$ cat config.mk
export PLATFORM = sky130hd
export DESIGN_NAME = cruise_speed_regulator
export DESIGN_NICKNAME = d
export VERILOG_FILES = /design/src/rtl/cruise_speed_regulator_pkg.sv /design/src/rtl/cruise_speed_regulator_comparator.sv /design/src/rtl/cruise_speed_regulator.sv
export SDC_FILE = /design/constraint.sdc
export NUM_CORES = 1
export LEC_CHECK = 0
export ABC_AREA = 1
export BUFFER_PORTS_ARGS = -buffer_cell sky130_fd_sc_hd__clkbuf_2
export CORE_MARGIN = 2
export CORE_UTILIZATION = 53
export CTS_CLUSTER_DIAMETER = 200
export DETAILED_ROUTE_END_ITERATION = 10
export PLACE_DENSITY_LB_ADDON = 0.3
export SETUP_SLACK_MARGIN = 0.05
export SKIP_LAST_GASP = 1
export SLEW_MARGIN = 10
export SYNTH_ARGS = -nofsm -noshare
export SYNTH_HDL_FRONTEND = slang
export SYNTH_SLANG_ARGS = --single-unit
$ cat constraint.sdc
create_clock -name clk -period 2.1 [get_ports clk]
set_input_delay 0.21 -clock clk [delete_from_list [all_inputs] [get_ports clk]]
set_output_delay 0.21 -clock clk [all_outputs]
set_load 0.02 [all_outputs]
$ cat src/rtl/cruise_speed_regulator_pkg.sv
// Shared definitions for the cruise speed regulator: state encodings and the
// default speed word width, also consumed by the downstream throttle stage.
package cruise_speed_regulator_pkg;

    localparam int unsigned DEFAULT_WIDTH = 8;

    typedef enum logic [1:0] {
        ST_OFF  = 2'd0,
        ST_IDLE = 2'd1,
        ST_SCAN = 2'd2
    } state_e;

endpackage

$ cat src/rtl/cruise_speed_regulator_comparator.sv
// Existing 1-bit magnitude comparator cell; all outputs forced low when disabled.
module comparator (
    input  logic a,
    input  logic b,
    input  logic enable,
    output logic G,
    output logic Eq,
    output logic L
);

    // Single-bit compare, gated by enable
    always_comb begin
        G  = enable & a & ~b;
        L  = enable & ~a & b;
        Eq = enable & ~(a ^ b);
    end

endmodule

$ cat src/rtl/cruise_speed_regulator.sv
// Bit-serial cruise speed regulator: latches a target speed, compares each
// sample against it MSB first through one comparator cell, and issues accel/decel.
module cruise_speed_regulator
    import cruise_speed_regulator_pkg::*;
#(
    parameter int unsigned WIDTH = DEFAULT_WIDTH
) (
    input  logic             clk,
    input  logic             rst_n,
    input  logic             cruise_on,
    input  logic             brake,
    input  logic             set_speed,
    input  logic             sample_valid,
    input  logic [WIDTH-1:0] speed,
    output logic             engaged,
    output logic             busy,
    output logic [WIDTH-1:0] target,
    output logic             accel,
    output logic             decel,
    output logic             cmp_done
);

    localparam int unsigned IDX_W = $clog2(WIDTH);

    state_e             state_q, state_d;
    logic [WIDTH-1:0]   target_q, target_d;
    logic [WIDTH-1:0]   snap_q, snap_d;
    logic [IDX_W-1:0]   idx_q, idx_d;
    logic               gt_q, gt_d, lt_q, lt_d;
    logic               accel_q, accel_d, decel_q, decel_d;
    logic               cmp_done_q, cmp_done_d;
    logic               engaged_q, busy_q;
    logic               disengage_s, last_bit_s;
    logic               cmp_enable_s, cmp_g_s, cmp_eq_s, cmp_l_s;

    assign disengage_s  = brake | ~cruise_on;
    assign last_bit_s   = (idx_q == {IDX_W{1'b0}});
    assign cmp_enable_s = (state_q == ST_SCAN);

    comparator u_cmp (
        .a      (snap_q[idx_q]),
        .b      (target_q[idx_q]),
        .enable (cmp_enable_s),
        .G      (cmp_g_s),
        .Eq     (cmp_eq_s),
        .L      (cmp_l_s)
    );

    // State and datapath registers with synchronous active-low reset
    always_ff @(posedge clk) begin
        if (!rst_n) begin
            state_q    <= ST_OFF;
            target_q   <= {WIDTH{1'b0}};
            snap_q     <= {WIDTH{1'b0}};
            idx_q      <= {IDX_W{1'b0}};
            gt_q       <= 1'b0;
            lt_q       <= 1'b0;
            accel_q    <= 1'b0;
            decel_q    <= 1'b0;
            cmp_done_q <= 1'b0;
            engaged_q  <= 1'b0;
            busy_q     <= 1'b0;
        end else begin
            state_q    <= state_d;
            target_q   <= target_d;
            snap_q     <= snap_d;
            idx_q      <= idx_d;
            gt_q       <= gt_d;
            lt_q       <= lt_d;
            accel_q    <= accel_d;
            decel_q    <= decel_d;
            cmp_done_q <= cmp_done_d;
            engaged_q  <= (state_d != ST_OFF);
            busy_q     <= (state_d == ST_SCAN);
        end
    end

    // Next-state logic; disengage overrides every state
    always_comb begin
        state_d = state_q;
        if (disengage_s) begin
            state_d = ST_OFF;
        end else begin
            case (state_q)
                ST_OFF: begin
                    if (set_speed) state_d = ST_IDLE;
                    else           state_d = ST_OFF;
                end
                ST_IDLE: begin
                    if (set_speed)         state_d = ST_IDLE;
                    else if (sample_valid) state_d = ST_SCAN;
                    else                   state_d = ST_IDLE;
                end
                ST_SCAN: begin
                    if (last_bit_s) state_d = ST_IDLE;
                    else            state_d = ST_SCAN;
                end
                default: state_d = ST_OFF;
            endcase
        end
    end

    // Datapath and output next values
    always_comb begin
        target_d   = target_q;
        snap_d     = snap_q;
        idx_d      = idx_q;
        gt_d       = gt_q;
        lt_d       = lt_q;
        accel_d    = accel_q;
        decel_d    = decel_q;
        cmp_done_d = 1'b0;
        if (disengage_s) begin
            accel_d = 1'b0;
            decel_d = 1'b0;
        end else begin
            case (state_q)
                ST_OFF: begin
                    if (set_speed) target_d = speed;
                    else           target_d = target_q;
                end
                ST_IDLE: begin
                    if (set_speed) begin
                        target_d = speed;
                        accel_d  = 1'b0;
                        decel_d  = 1'b0;
                    end else if (sample_valid) begin
                        snap_d = speed;
                        idx_d  = IDX_W'(WIDTH - 1);
                        gt_d   = 1'b0;
                        lt_d   = 1'b0;
                    end else begin
                        snap_d = snap_q;
                    end
                end
                ST_SCAN: begin
                    // Only the first differing bit decides; the scan still runs to bit 0
                    if (!(gt_q | lt_q) && !cmp_eq_s) begin
                        gt_d = cmp_g_s;
                        lt_d = cmp_l_s;
                    end else begin
                        gt_d = gt_q;
                        lt_d = lt_q;
                    end
                    if (last_bit_s) begin
                        decel_d    = gt_d;
                        accel_d    = lt_d & ~gt_d;
                        cmp_done_d = 1'b1;
                    end else begin
                        idx_d = idx_q - IDX_W'(1);
                    end
                end
                default: begin
                    accel_d = 1'b0;
                    decel_d = 1'b0;
                end
            endcase
        end
    end

    assign engaged  = engaged_q;
    assign busy     = busy_q;
    assign target   = target_q;
    assign accel    = accel_q;
    assign decel    = decel_q;
    assign cmp_done = cmp_done_q;

endmodule

# --- Word level (Yosys, flattened, before mapping) ---
# Index checks and enable logic that the tools add are counted.
classes:
  n_eq_ne: 8
  addsub: 1
  bitwise_logic: 19
  mux: 30
  reduce_logical: 15
  magnitude_cmp: 1
ops:
  columns: ["operator", "count"]
  rows:
  - ["$mux 1", 15]
  - ["$ne 2x2->1 const B", 5]
  - ["$not 1->1", 10]
  - ["$mux 3", 3]
  - ["$mux 2", 4]
  - ["$reduce_and 4->1", 2]
  - ["$and 1x1->1", 6]
  - ["$bmux 1 s3", 2]
  - ["$pmux 1 s3", 2]
  - ["$pmux 2 s3", 1]
  - ["$pmux 3 s2", 1]
  - ["$reduce_and 3->1", 2]
  - ["$reduce_and 5->1", 1]
  - ["$eq 2x2->1 const B", 2]
  - ["$lt 3x4->1 const B", 1]
  - ["$pmux 1 s2", 2]
  - ["$reduce_bool 2->1", 2]
  - ["$reduce_or 2->1", 2]
  - ["$logic_not 3->1", 1]
  - ["$reduce_or 3->1", 1]
  - ["$sub 3x1->3 const B", 1]
  - ["$eq 2x1->1 const B", 1]
  - ["$logic_not 1->1", 2]
  - ["$logic_not 2->1", 1]
  - ["3 further kinds", 4]
totals:
  register_bits: 28
  out_inout_bits: 13
  word_cells: 85
  input_bits: 14

# --- Logic depth before layout (Yosys ltp) ---
# Gate-level depths: netlist of run 1.
logic_depth:
  ltp_word: 14
  ltp_mapped: 12

# --- By module ---
# From an unflattened synthesis of run 1, not the netlist that was laid out.
unflattened:
  hier_cells: 205
  area_unflattened_um2: 1373.8
by_module_without_submodules:
  columns: ["mod", "instances", "area_each_um2", "cells_each"]
  rows:
  - ["cruise_speed_regulator", 1, 1332.5, 197]
  - ["comparator", 1, 41.3, 8]

# --- Worst setup path after synthesis of run 1 ---
# No wires, ideal clock.
synth_path:
  kind: "flip-flop to flip-flop"
  from: "reg idx_q[0]"
  to: "reg idx_q[1]"
  path_stages_with_launch: 12
  n_path_buf: 2
  slack_ps: 595
  required_time_ps: 2005
  arrival_ps: 1409
  path_cell_list: "dfxtp_1 -> buf_6 -> inv_4 -> buf_8 -> ha_1 -> inv_1 -> nor2_1 -> nor2_1 -> nand2_1 -> inv_1 -> nor2_1 -> a221oi_1"
synth_via:
  elab_chain_len: 3
  elab_cells_between_ends: 6
  cone_classes: "add/sub (1); eq/ne (1); mux (2); reduce/logical (2)"
synth_lines:
  columns: ["item", "line", "source"]
  rows:
  - ["start: declaration", "cruise_speed_regulator.sv:28", "logic [IDX_W-1:0] idx_q, idx_d;"]
  - ["start signal: assignment", "cruise_speed_regulator.sv:55", "idx_q <= {IDX_W{1'b0}};"]
  - ["start signal: assignment", "cruise_speed_regulator.sv:67", "idx_q <= idx_d;"]
  - ["$sub 3x1->3 or $logic_not 3->1 (tied branches)", "cruise_speed_regulator.sv:150, cruise_speed_regulator.sv:37", null]
  - ["$mux 3 or $ne 2x2->1 (tied branches)", null, null]
  - ["$pmux 3 s2 or $reduce_and 5->1 (tied branches)", null, null]
# Several ways; a longest one is shown, not always the timed one. The select of a mux whose other input is x is not followed.
# A chain may end at the register's enable or synchronous reset.

# --- Worst setup path in the final report of run 1 ---
# Same ends and word-level chain as after synthesis.

==> results of run 1 <==
==> cells by family after synthesis <==
| kind of cell | after synthesis |
|---|---|
| AND/OR/NAND/NOR | 69 |
| flip-flops | 28 |
| buffers and inverters | 38 |
| AO/OA/AOI/OAI | 47 |
| adder cells (fa/ha/maj) | 2 |
==> area by class of cell <==
cell class / instances / area [µm²] / share of cell area
inverter: 32 / 123 / 0.0840
multi-input combinational: 118 / 576 / 0.394
tap: 28 / 35.0 / 0.0240
clock buffer: 4 / 36.3 / 0.0249
timing repair buffer: 26 / 130 / 0.0891
sequential: 28 / 561 / 0.384
==> per-layer routing <==
metal,vias to the layer above,track usage,wire [µm]
met5,-,0,0
met2,17,0.377,1330
met4,0,0.0641,27
met3,2,0.0250,73
met1,580,0.261,1270
li1,638,-,-
==> cells in the final DEF, fill, tap and decap left out, types with 3 or more instances in the layout <==
master,n
clkbuf_2,26
a21oi_1,21
nand3_1,15
nor2_1,15
dfxtp_1,28
clkbuf_4,3
inv_1,30
nand2_1,34
o21ai_0,20
==> state kept, by name, summed over array words and instances, names as in the netlist <==
signal    flops
cmp_done      1
target        8
busy          1
state_q       2
snap_q        8
decel         1
engaged       1
accel         1
gt_q          1
idx_q         3
lt_q          1
==> worst min-delay path by stage <==
stage | from | endpoint | depth (start not counted) | slack (ns)
2_1_floorplan | speed[0] | target[0] | 2 | 0.40
3_3_place_gp | snap_q[1] | snap_q[1] | 2 | 0.45
3_5_place_dp | snap_q[7] | snap_q[7] | 2 | 0.46
4_1_cts | brake | state_q[0] | 4 | 0.15
5_1_grt | speed[4] | target[4] | 3 | 0.17
6_report | brake | state_q[0] | 4 | 0.15
==> worst max-delay path: cells and delay by family (launching register included) <==
family / cells / cell delay (ns)
DFF: 1 / 0.54
and+or+nand+nor: 4 / 0.37
buffers and inverters: 3 / 0.29
AOI/OAI and AO/OA: 1 / 0.25
adders and majority gates: 1 / 0.22
==> power groups by stage <==
stage	clock network, W	logic, W	registers, W
5_1_grt	0.000286	0.0000915	0.000549
3_5_place_dp	0	0.0000809	0.000559
4_1_cts	0.000273	0.0000815	0.000547
2_1_floorplan	0	0.0000408	0.000569
3_3_place_gp	0	0.0000793	0.000558
6_report	0.000264	0.0000814	0.000547
==> through the flow <==
stage	utilization	std cells	worst slack, ns
finish	0.642	236	0.349
global placement	0.626	232	0.508
detailed placement	0.626	232	0.375
global route	0.642	236	0.178
floorplan	-	184	0.595
CTS	0.642	236	0.346
==> results.txt, run 1 <==
----------------------------------------------------
[Outcome]
  Status ... complete, no violations

[Logic synthesis]
  Dominant combinational cell family by area after synthesis ... simple AND/OR/NAND/NOR gates
  Yosys top cell area share ... 0.430
  Number of flip-flops and latches in the synthesized netlist ... 28
  Post-synthesis share of cell area spent on full adders, half adders and majority gates ... 0.0192
  Number of distinct library cells after synthesis ... 22
  Synth area leader ... dfxtp_1
  Most frequent cell after synthesis ... nand2_1
  Synthesized area per cell ... 7.09 µm²
  Cell types occupying the most area after synthesis ... dfxtp_1 43%, nand2_1 9.8%, inv_1 8.6%, a21oi_1 8.1%, o21ai_0 7.7%
  Post-synthesis cell count ... 184
  Proportion of synthesized area in mux cells ... 0
  Leading register cell type out of synthesis ... dfxtp_1
  Number of synthesized flops with an enable pin ... 0
  Simple-gate share of the synthesized area ... 0.227
  Post-Synth XOR/XNOR Area ... 0
  Synthesized-area fraction occupied by ao, oa, aoi and oai cells ... 0.195
  Synth Warn # ... 0
  Post-synthesis async set-or-reset flop share ... 0
  Share of the yosys chip area belonging to registers ... 0.430
  Synthesized cell area ... 0.00130 mm²
  Net count after synthesis ... 200
  Most frequent cells after synthesis ... 34 x nand2_1, 30 x inv_1, 28 x dfxtp_1, 21 x a21oi_1, 20 x o21ai_0

[Worst setup path]
  Ordered cell list for the critical path ... inv_4 -> ha_1 -> inv_1 -> nor2_1 -> nor2_1 -> nand2_1 -> inv_1 -> nor2_1 -> a221oi_1
  Kind of start point of the critical path ... register
  Critical path's slowest cell ... dfxtp_1
  Most frequent cell on the critical path ... nor2_1
  Critical Path RT ... between 2 and 2.5 ns
  Slowest Stage Delay on Critical Path ... 0.54 ns
  Crit end category ... register
  Reg2reg path depth ... 9
  Origin of the critical flop-to-flop path ... idx_q[0]
  Crit path to ... idx_q[1]
  Register-to-register path setup slack ... between 0.3 and 0.4 ns
  Data arrival, critical path ... 2.00 ns
  Critical setup path kind ... register to register
  Reg-to-Reg End ... idx_q[1]
  Beginning of the critical path ... idx_q[0]
  Max Fanout on Critical Path ... 12

[Power]
  Power density relative to cell area ... 611 mW/mm²
  Switch share ... 0.242
  Power dissipated by switching net loads ... 0.000216 W
  Share of power burned in combinational logic ... 0.091
  Final Total Pwr ... about 0.00089 W
  Part of the total power dissipated in the clock network ... 0.296
  Internal Dissipation ... between 0.0006 and 0.0007 W
  Worst ir drop on vdd ... 0.440 mV
  Power share of the sequential group ... 0.613
  Leakage power ... approximately 0.67 nW

[Drt]
  Vias post-DR ... 1,237
  Routed WL ... 2700 µm
  Via-to-Cell Ratio ... approximately 5.2
  Post-DR wirelength/cell ... 11.5 µm
  Detailed Route Iter0 Violations ... 29
  Final ANT Viol Nets ... 0
  Residual DRC ... 0
  Number of detailed-routing iterations run before antenna repair ... 4

[Timing]
  Setup TNS Final ... 0 ns
  Maximum clock frequency ... 571 MHz
  Unrepaired setup endpoints after global routing ... false
  Worst Max-Slew Pin Slew ... 0.465 ns
  Hold slack final ... 0.153 ns
  Worst clock skew ... between 0.003 and 0.004 ns
  Setup violation total in the final timing report ... 0
  Max-slew violation total from the final report ... 0
  Min cycle time layout ... roughly 1.8 ns
  Final Cycle Share ... 0.834
  Total count of hold-check failures in the final report ... 0
  Worst rel slew slack ... 0.690

[Global routing]
  Initial antenna violation count ... 0
  Overall Global Routing Usage ... 0.210
  Vias in the first global route ... 1,117
  Wire length of the first global-routing pass ... 4490 µm
  GR Overflow Total ... 0
  Largest net degree at the start of global routing ... 20

[CTS]
  Number of buffers added by the clock tree synthesis step ... 3
  Deepest clock path buffer count ... 2
  CTS tree ... done
  Clock Sinks ... 28
  Reg clk slew, reported paths ... 0.15 ns
  PostCTS Resize Cnt ... 0
  Quantity of hold-fixing buffers added after cts ... 0
  Clk Tree Root Cell ... clkbuf_4
  Post-CTS setup buffers ... 0
  Clock latency of the later-clocked register in the worst-skew pair ... around 0.33 ns
  CTS H-tree lvls ... 1

[Cells and area]
  Total non-filler cell area in the finished layout ... 0.00146 mm²
  Layout overhead on the synthesized area ... 12.0%
  Share of layout cells above drive strength 1 ... 0.178
  Number of nets in the final layout ... 225
  Number of filler cells placed in the layout ... slightly above 200
  Antenna Diode Count ... 0

[Floorplan]
  Die Ht ... 53.6 µm
  Placeable core area ... 0.00228 mm²
  Horiz. Die Dim ... 53.6 µm
  Die footprint ... between 0.002 and 0.003 mm²
  Count of boundary I/O pins ... 27
  Initial cell density of the core ... 0.573
  Row cnt ... 17

[Job]
  Max-cap violation count ... 0

[Placement]
  Placer Congestion ... 0.892
  Estimated wirelength of the detail-placed design ... 2060 µm
  I/O Buffers ... 26
  Post-placement cell area ... between 0.001 and 0.0015 mm²

[Worst hold path]
  Classification of the worst-slack hold path ... primary input to register

----------------------------------------------------
Note: power is estimated with default switching activity, not from simulation.
==> inputs of run 2 (changes only) <==
CORE_UTILIZATION = 48   (was 53)
clock period = 1.6 ns   (was 2.1 ns; I/O delays follow)
==> run 2 against run 1 <==
Worst hold slack got worse by 0.043 ns. Global-route usage is 3.5 points lower. Combinational power is 34% higher. Sequential cell count unchanged. First-iteration DRC count is 59% lower. Routed wire length increased by 1.3%. Count of clock-buffer cells in the layout did not move. Core utilization fell by 4.2 points. Sequential power rose by 31%. Design area is 3.6% higher. Total power increased by 32%. Largest power group unchanged.
==> results.txt, run 2 (synthesis gave the netlist of run 1 again) <==
----------------------------------------------------
[Worst setup path]
  Critical Path RT ... 1.85 ns (-0.50 ns)
  Most frequent cell on the critical path ... nor2_1
  Slowest Stage Delay on Critical Path ... 0.41 ns (-0.13 ns)
  Data arrival, critical path ... 1.69 ns (-0.31 ns)
  Kind of start point of the critical path ... register
  Max Fanout on Critical Path ... 5 (-7)
  Critical setup path kind ... register to register
  Crit end category ... register
  Ordered cell list for the critical path ... inv_4 -> ha_1 -> inv_1 -> nor2_1 -> nor2_1 -> nand2_1 -> inv_2 -> nor2_2 -> a221oi_2
  Critical path's slowest cell ... dfxtp_1

[Global routing]
  Overall Global Routing Usage ... 0.175 (-0.0348)
  Wire length of the first global-routing pass ... 4540 µm (+1.2%)
  Vias in the first global route ... 1,139 (+2.0%)
  GR Overflow Total ... 0 (unchanged)
  Initial antenna violation count ... 0 (unchanged)
  Largest net degree at the start of global routing ... 19 (-5.0%)

[Placement]
  Estimated wirelength of the detail-placed design ... 2070 µm (+0.75%)
  Post-place setup slack ... 0.102 ns (-0.274 ns)
  I/O Buffers ... 26 (unchanged)
  Placer Congestion ... 0.858 (-3.8%)

[CTS]
  Clock latency of the later-clocked register in the worst-skew pair ... 0.33 ns (about the same)
  Deepest clock path buffer count ... 2 (unchanged)
  Reg clk slew, reported paths ... 0.16 ns (about the same)
  CTS H-tree lvls ... 1 (unchanged)
  Quantity of hold-fixing buffers added after cts ... 0 (unchanged)
  CTS tree ... done
  Clk Tree Root Cell ... clkbuf_4
  Number of buffers added by the clock tree synthesis step ... 3 (unchanged)
  Clock Sinks ... 28 (unchanged)

[Drt]
  Final ANT Viol Nets ... 0 (unchanged)
  Routed WL ... 2740 µm (+1.3%)
  Number of detailed-routing iterations run before antenna repair ... 6 (+2)
  Detailed Route Iter0 Violations ... 12 (-59%)
  Post-DR wirelength/cell ... 11.3 µm (-1.6%)
  Via-to-Cell Ratio ... 5.05 (-3.7%)
  Vias post-DR ... 1,227 (-0.81%)
  Residual DRC ... 0 (unchanged)

[Power]
  Power density relative to cell area ... 778 mW/mm² (+27%)
  Leakage power ... 0.697 nW (+3.5%)
  Worst ir drop on vdd ... 0.598 mV (+36%)

[Timing]
  Maximum clock frequency ... 696 MHz (+22%)
  Worst rel slew slack ... 0.713 (+0.0229)
  Max-slew violation total from the final report ... 0 (unchanged)
  Total count of hold-check failures in the final report ... 0 (unchanged)
  Min cycle time layout ... 1.44 ns (-0.314 ns)
  Worst Max-Slew Pin Slew ... 0.430 ns (-0.0343 ns)
  Unrepaired setup endpoints after global routing ... true
  Setup slack after layout ... 0.163 ns (-0.186 ns)
  Setup TNS Final ... 0 ns (unchanged)
  Final Cycle Share ... 0.898 (+0.0642)
  Setup violation total in the final timing report ... 0 (unchanged)
  Hold slack final ... 0.110 ns (-0.0433 ns)
  Worst clock skew ... 0.0115 ns (+0.00779 ns)

[Floorplan]
  Horiz. Die Dim ... 56.1 µm (+4.7%)
  Initial cell density of the core ... 0.517 (-0.0560)
  Placeable core area ... 0.00252 mm² (+11%)
  Count of boundary I/O pins ... 27 (unchanged)
  Row cnt ... 18 (+1)
  Die Ht ... 56.1 µm (+4.7%)
  Die footprint ... 0.00315 mm² (+9.6%)

[Outcome]
  Status ... complete, no violations

[Cells and area]
  Commonest cells after routing, fill and taps aside ... 34 x nand2_1, 28 x inv_1, 27 x dfxtp_1
  Layout overhead on the synthesized area ... 16.0%
  Commonest non-fill, non-tap cell in the layout ... nand2_1
  Antenna Diode Count ... 0 (unchanged)
  Share of layout cells above drive strength 1 ... 0.221 (+0.0428)
  Number of nets in the final layout ... 230 (+2.2%)

[Job]
  Max-cap violation count ... 0 (unchanged)

[Worst hold path]
  Classification of the worst-slack hold path ... primary input to register

----------------------------------------------------
## run 2: changes by cell type in the layout (fill, tap and decap cells not counted)
cell and delta:
dfxtp_1 -1, inv_2 +2, buf_4 +5, nor2_2 +1
nor2_1 -1, a221oi_2 +1, inv_1 -2, a221oi_1 -1
dfxtp_4 +1
## run 2: cell type report
type	count	area (µm²)
Multi-Input combinational cell	118	584
Tap cell	30	37.5
Timing Repair Buffer	31	168
Inverter	32	123
Sequential cell	28	564
Fill cell	249	1010
Clock buffer	4	36.3
## run 2: metal layers
layer,global-route usage,share of wire
met1,0.224,0.47
met2,0.304,0.49
met3,0.0233,0.028
met4,0.0510,0.0055
met5,0,0
## run 2: final timing paths
path	end	cells after the start	slack (ns)	start
setup / recovery	idx_q[1]	9	0.16	idx_q[0]
hold reg to reg	snap_q[0]	2	0.47	snap_q[0]
hold / removal	target[3]	3	0.11	speed[3]
setup reg to reg	idx_q[1]	9	0.16	idx_q[0]
## run 2: critical path: cells and delay by family, from the launching register on
kind | cells | cell delay (ns)
AO/OA/AOI/OAI | 1 | 0.22
adder cells (fa/ha/maj) | 1 | 0.18
flip-flops | 1 | 0.41
AND/OR/NAND/NOR | 4 | 0.36
buffers and inverters | 3 | 0.20
## run 2: power by group
part,switching (W),internal [W],leakage [nW],total [W]
sequential,0.00000662,0.000710,0.228,0.000716
clock,0.000212,0.000139,0.0210,0.000351
combinational,0.0000696,0.0000396,0.448,0.000109
## run 2: timing repair
item / CTS / global route
setup buffers: 0 / 1
gates resized for setup: 0 / 6
endpoints found under the setup margin: 0 / 15
## run 2: metrics by stage
stage | util | power [W] | cells | area (µm²)
floorplan | - | 0.000800 | 184 | 1300
global placement | 0.577 | 0.000838 | 238 | 1460
detailed placement | 0.577 | 0.000841 | 238 | 1460
CTS | 0.592 | 0.00118 | 242 | 1490
global route | 0.600 | 0.00122 | 243 | 1510
finish | 0.600 | 0.00118 | 243 | 1510
